==> config.mk <==
export PLATFORM = sky130hd
export DESIGN_NAME = sound_request_queue
export DESIGN_NICKNAME = d
export VERILOG_FILES = /design/src/rtl/sound_request_queue.sv
export SDC_FILE = /design/constraint.sdc
export NUM_CORES = 1
export LEC_CHECK = 0
export ABC_AREA = 1
export ABC_CLOCK_PERIOD_IN_PS = 6750
export BUFFER_PORTS_ARGS = -buffer_cell sky130_fd_sc_hd__buf_2
export CAP_MARGIN = 20
export CORE_ASPECT_RATIO = 0.5
export CORE_MARGIN = 2
export CORE_UTILIZATION = 50
export CTS_BUF_LIST = sky130_fd_sc_hd__clkbuf_8
export CTS_CLUSTER_DIAMETER = 100
export DETAILED_ROUTE_END_ITERATION = 6
export GPL_ROUTABILITY_DRIVEN = 0
export PLACE_DENSITY = 0.68
export SLEW_MARGIN = 20
export SYNTH_ARGS = -nofsm -noshare
export SYNTH_HDL_FRONTEND = slang
export SYNTH_SLANG_ARGS = --single-unit
==> constraint.sdc <==
create_clock -name clk50m -period 6.75 [get_ports clk50m]
set_clock_uncertainty 0.15 [all_clocks]
set_input_delay 1.6875 -clock clk50m [delete_from_list [all_inputs] [get_ports clk50m]]
set_output_delay 1.6875 -clock clk50m [all_outputs]
set_load 0.005 [all_outputs]
==> src/rtl/sound_request_queue.sv <==
// Sound-effect request queue: fixed-priority arbiter, FIFO and issue FSM for the audio SOPC PIO.
// Optional SOUND_QUEUE_PREEMPT_EN: a source-0 request while busy flushes the queue and restarts the issue.
`timescale 1ns/1ps
module sound_request_queue #(
  parameter int ID_W           = 4,
  parameter int DEPTH          = 8,
  parameter int N_SRC          = 3,
  parameter int HOLD_CYCLES    = 1024,
  parameter int TIMEOUT_CYCLES = 1 << 24
) (
  input  logic                         clk50m,
  input  logic                         reset,
  input  logic [N_SRC-1:0]             req_valid,
  input  logic [N_SRC*ID_W-1:0]        req_id,
  output logic [N_SRC-1:0]             req_ready,
  output logic [ID_W-1:0]              sound_id_out,
  output logic                         start_sound_out,
  input  logic                         sound_done,
  output logic                         busy,
  output logic [$clog2(DEPTH+1)-1:0]   queue_count,
  output logic                         overflow,
  output logic                         timeout
);

  localparam int PTR_W    = $clog2(DEPTH);
  localparam int CNT_W    = $clog2(DEPTH + 1);
  localparam int MAX_WAIT = (HOLD_CYCLES > TIMEOUT_CYCLES) ? HOLD_CYCLES : TIMEOUT_CYCLES;
  localparam int TMR_W    = $clog2(MAX_WAIT + 1);

  typedef enum logic [1:0] {
    S_IDLE,
    S_ASSERT,
    S_WAIT_DONE
  } state_e;

  state_e             state_q, state_d;
  logic [TMR_W-1:0]   tmr_q, tmr_d;
  logic               start_q, start_d;
  logic [ID_W-1:0]    id_q, id_d;
  logic               timeout_q, timeout_d;
  logic               overflow_q, overflow_d;
  logic [PTR_W-1:0]   wr_ptr_q, wr_ptr_d;
  logic [PTR_W-1:0]   rd_ptr_q, rd_ptr_d;
  logic [CNT_W-1:0]   count_q, count_d;
  logic [ID_W-1:0]    mem_q [DEPTH];

  logic               full;
  logic               seen;
  logic               grant_ok;
  logic               push;
  logic               fifo_push;
  logic               pop;
  logic               flush;
  logic               preempt;
  logic [ID_W-1:0]    push_id;
  logic [ID_W-1:0]    head_id;

  assign full    = (count_q == CNT_W'(DEPTH));
  assign head_id = mem_q[rd_ptr_q];

  // Fixed-priority grant: the first valid source (lowest index) is the only candidate.
  // NOTE: every signal assigned in always_comb gets a default first so no latch is inferred.
  always_comb begin
    req_ready = '0;
    push_id   = '0;
    seen      = 1'b0;
    grant_ok  = 1'b0;
    for (int k = 0; k < N_SRC; k++) begin
`ifdef SOUND_QUEUE_PREEMPT_EN
      grant_ok = (k == 0) ? 1'b1 : !full;
`else
      grant_ok = !full;
`endif
      if (req_valid[k] && !seen) begin
        seen = 1'b1;
        if (grant_ok && !reset) begin
          req_ready[k] = 1'b1;
          push_id      = req_id[k*ID_W +: ID_W];
        end
      end
    end
  end

  assign push = |req_ready;

`ifdef SOUND_QUEUE_PREEMPT_EN
  assign preempt = req_ready[0] && (state_q != S_IDLE);
`else
  assign preempt = 1'b0;
`endif

  assign fifo_push = push && !preempt;

  // Issue FSM; a preempting source-0 request overrides whatever the state logic chose.
  always_comb begin
    state_d   = state_q;
    tmr_d     = tmr_q;
    start_d   = start_q;
    id_d      = id_q;
    timeout_d = 1'b0;
    pop       = 1'b0;
    flush     = 1'b0;

    case (state_q)
      S_IDLE: begin
        if (count_q != '0) begin
          pop     = 1'b1;
          id_d    = head_id;
          start_d = 1'b1;
          tmr_d   = '0;
          state_d = S_ASSERT;
        end
      end
      S_ASSERT: begin
        if (tmr_q == TMR_W'(HOLD_CYCLES - 1)) begin
          start_d = 1'b0;
          tmr_d   = '0;
          state_d = S_WAIT_DONE;
        end else begin
          tmr_d = tmr_q + TMR_W'(1);
        end
      end
      S_WAIT_DONE: begin
        if (sound_done) begin
          state_d = S_IDLE;
        end else if (tmr_q == TMR_W'(TIMEOUT_CYCLES - 1)) begin
          timeout_d = 1'b1;
          state_d   = S_IDLE;
        end else begin
          tmr_d = tmr_q + TMR_W'(1);
        end
      end
      default: state_d = S_IDLE;
    endcase

    if (preempt) begin
      flush   = 1'b1;
      pop     = 1'b0;
      id_d    = req_id[ID_W-1:0];
      start_d = 1'b1;
      tmr_d   = '0;
      state_d = S_ASSERT;
    end
  end

  // FIFO bookkeeping; pointers wrap naturally because DEPTH is a power of two.
  always_comb begin
    wr_ptr_d   = wr_ptr_q;
    rd_ptr_d   = rd_ptr_q;
    count_d    = count_q;
    overflow_d = overflow_q | (full && (|req_valid));

    if (fifo_push) wr_ptr_d = wr_ptr_q + PTR_W'(1);
    if (pop)       rd_ptr_d = rd_ptr_q + PTR_W'(1);

    case ({fifo_push, pop})
      2'b10:   count_d = count_q + CNT_W'(1);
      2'b01:   count_d = count_q - CNT_W'(1);
      default: count_d = count_q;
    endcase

    if (flush) begin
      wr_ptr_d = '0;
      rd_ptr_d = '0;
      count_d  = '0;
    end
  end

  // NOTE: sequential state uses non-blocking assignments so every flop samples pre-edge values.
  always_ff @(posedge clk50m) begin
    if (reset) begin
      state_q    <= S_IDLE;
      tmr_q      <= '0;
      start_q    <= 1'b0;
      id_q       <= '0;
      timeout_q  <= 1'b0;
      overflow_q <= 1'b0;
      wr_ptr_q   <= '0;
      rd_ptr_q   <= '0;
      count_q    <= '0;
    end else begin
      state_q    <= state_d;
      tmr_q      <= tmr_d;
      start_q    <= start_d;
      id_q       <= id_d;
      timeout_q  <= timeout_d;
      overflow_q <= overflow_d;
      wr_ptr_q   <= wr_ptr_d;
      rd_ptr_q   <= rd_ptr_d;
      count_q    <= count_d;
    end
  end

  // NOTE: storage is not reset; the count and pointers alone decide which entries are valid.
  always_ff @(posedge clk50m) begin
    if (fifo_push) mem_q[wr_ptr_q] <= push_id;
  end

  // The strobe is gated by reset so it drops in the same cycle reset is raised.
  assign start_sound_out = start_q & ~reset;
  assign sound_id_out    = id_q;
  assign busy            = (state_q != S_IDLE);
  assign queue_count     = count_q;
  assign overflow        = overflow_q;
  assign timeout         = timeout_q;

endmodule
==> reports/metrics.cfg <==
[layout]
ff_latch_area_um2 = 1840
fin_nets = 616
multi_input_area_um2 = 2060
layout.cells.non_filler = 704
utilization_pct = 57.0
syn_to_final_growth_pct = 9.28
drive_gt1_share_pct = 13.2
fillCellCount = 781
diodes = 0

[yosys]
synth_nets = 591
yosysWarnings = 0
avgSynthCellArea_um2 = 7.53
yosysUniqueCellTypes = 37
synth.ff_latch_count = 76
syn_area_um2 = 4230
yosysSeqAreaShare_pct = 43.5
netlist_instances = 562

[sta]
worst_slew_pin_slew_ns = 0.851
max_freq_ghz = 0.193
rsz0062_at_grt = no
post-route-min-period_ns = 5.17
tns_ns = 0
hold_violations = 0
setup_ws_ns = 1.58
maxSlewHeadroom_pct = 43.2
drv_slew = 0
finalSetupViolCount = 0
final.period_utilization_pct = 76.6

[clock_network]
post-cts-setup-buffer-count = 0
cts.clk_slew.worst_paths_ns = 0.08
cts_buffers = 9
cts_resized = 0
clock_latency_ns = 0.36
cts-root-buf = clkbuf_8
cts_buffer_depth = 2
clock_sinks = 76
htreeDepth = 3
cts_tree = done
cts_hold_buf = 0

[placement]
io_buffers = 32
dp.cells = 688
pre_cts_ws_ns = 1.57
dp_hpwl_mm = 6.49

[pwr]
power_uw = 1640
p_per_area_nw_per_um2 = 355
irDropWorstVdd_v = 0.000145
power_leakage_uw = 0.00184

[setup_path]
cp_data_required_time_ns = 4.91
cp-start-kind = primary input
worstRegToRegCells = 12
critPathKind = in2out
slowest_stage = inv_1
r2r_end = queue_count[2]$_SDFFE_PP0P_
cp_top_family = buffers and inverters
arrival_ns = 3.33
cp_max_fo = 27
cpPeakStageDelay_ns = 0.67
path_common_cell = inv_1
path_cells = buf_2, inv_1, nand2_1, inv_1, nand3_1, inv_1, buf_2
timing.rr.start = state_q[0]$_SDFFE_PP0P_
worstSetupEndpointType = output port
cp_num_buf_inv = 5
r2r_setup_slack_ns = 4.10

[floorplanning]
fp.dieW_um = 134
row_count = 23
die_h_um = 69.1
start_util_pct = 52.1
num_io_pins = 33
core_area_um2 = 8120
dieArea_um2 = 9260

[hold_path]
hold_path.class = reg2reg
hold_depth = 2
min_from = overflow$_SDFF_PP0_
min_to = overflow$_SDFF_PP0_

[detailed_routing]
ant_nets = 0
wl_per_cell_um = 13.3
drc_errors = 0
vias = 3640
drtPass1Iterations = 5
drt_iter0_drc = 349
wl_mm = 9.35
top_layer = met4
wl_met3_um = 351
avgViaCountPerCell = 5.17
met2_length_mm = 4.49
met1_length_mm = 4.33

[global_routing]
track_usage_pct = 21.2
grt_max_degree = 38
grt_overflow = 0
grt_first_pass_wirelength_mm = 15.6
antenna_found_initial = 0
grt_pass1_vias = 3226

[run_status]
status = completed

[job]
maxCapViolCount = 0

[cells in the final DEF (no fill, tap or decap)]
cell type / Yosys / routed
inv_2: 1 / 1
o21ai_2: 1 / 1
nand2_4: 3 / 3
edfxtp_1: 32 / 32
xor2_1: 7 / 7
inv_6: 0 / 2
nor2_2: 14 / 14
clkinv_4: 0 / 1
nor3_1: 1 / 1
nor2_4: 4 / 4
a211oi_1: 1 / 1
nand3_1: 46 / 46
ha_1: 11 / 11
nand3b_4: 1 / 1
nand2_1: 126 / 126
buf_2: 1 / 32
o21ai_0: 33 / 33
clkbuf_8: 1 / 9
nor2_1: 82 / 82
o21ai_1: 6 / 6
a21o_1: 1 / 1
nand4_2: 1 / 1
clkinvlp_4: 0 / 2
nor4_1: 1 / 1
o21bai_1: 5 / 5
clkinv_1: 1 / 2
or2_2: 1 / 1
a21oi_1: 41 / 41
xnor2_1: 1 / 1
o211ai_1: 8 / 8
nand4_1: 9 / 9
a31oi_2: 0 / 1
nand3_4: 1 / 1
dfxtp_1: 44 / 44
bufinv_16: 0 / 1
inv_1: 57 / 57
nand2_2: 3 / 3
[Yosys cell counts, drive strengths merged]
library cell	n	share of area, %
dfxtp	44	21
a211oi	1	0.18
o21ai	40	4.8
inv	58	5.1
nand2	132	12
o21bai	5	0.89
nor2	100	10
nand4	10	1.6
a21oi	41	4.8
o211ai	8	1.4
nor4	1	0.15
ha	11	3.3
nor3	1	0.12
nand3	47	5.9
a21o	1	0.18
or2	1	0.15
nand3b	1	0.47
buf	7	1.4
edfxtp	32	23
a31oi	1	0.15
xnor2	1	0.21
clkbuf	11	1.2
xor2	7	1.4
clkinv	1	0.089
[where the power goes]
part | total (uW) | leakage, uW | internal, uW | switching [uW]
Sequential | 617 | 0.000656 | 549 | 68.1
Clock | 357 | 0.0000939 | 173 | 185
Combinational | 665 | 0.00109 | 213 | 452
Total | 1640 | 0.00184 | 935 | 705
[cell type report]
type / instances / area share [%]
multi-input cells: 409 / 44.6
flip-flops and latches: 76 / 39.8
inverters: 59 / 4.79
repair buffers: 32 / 3.46
well taps: 112 / 3.03
clock buffers: 9 / 2.68
clock inverters: 7 / 1.62
[worst max-delay path by stage]
stage	start	endpoint	slack, ns	depth (start not counted)
detailed placement	reset	req_ready[1]	1.57	7
global placement	reset	req_ready[1]	1.62	7
finish	reset	req_ready[1]	1.58	7
CTS	reset	req_ready[1]	1.56	7
floorplan	reset	start_sound_out	2.58	3
global route	reset	req_ready[1]	1.39	7
[worst register-to-register path: stages (launching register included)]
cell and delay [ns]:
dfxtp_1 0.34, inv_1 0.12, ha_1 0.18, inv_1 0.07, a31oi_2 0.51, ha_1 0.32, nor2_1 0.05, nor2_1 0.18
ha_1 0.18, a21oi_1 0.05, xor2_1 0.17, o21ai_0 0.17, inv_1 0.05
[through the flow]
| stage | area [um2] | hold WS (ns) |
|---|---|---|
| floorplan | 4230 | 0.302 |
| global placement | 4420 | 0.302 |
| detailed placement | 4420 | 0.310 |
| CTS | 4620 | 0.325 |
| global route | 4620 | 0.346 |
| finish | 4620 | 0.325 |
[registers in the layout (all words and copies together) (netlist names)]
signal	flops
mem_q	32
queue_count	4
overflow	1
tmr_q	25
state_q	2
rd_ptr_q	3
start_q	1
timeout	1
sound_id_out	4
wr_ptr_q	3
[cells by family after synthesis]
logic type,Yosys count,synth area share (%)
simple gates,293,31.2
compound gates,97,12.5
buf+inv,77,7.89
flops,76,43.5
fa+ha+maj,11,3.25
xor+xnor,8,1.66
[layer usage]
metal  global-route usage [%]  up-vias
met2                     34.9       64
li1                         -     1904
met4                     5.61        0
met1                     27.2     1655
met3                     6.40       17
met5                        0        -
(Power assumes the default switching activity.)
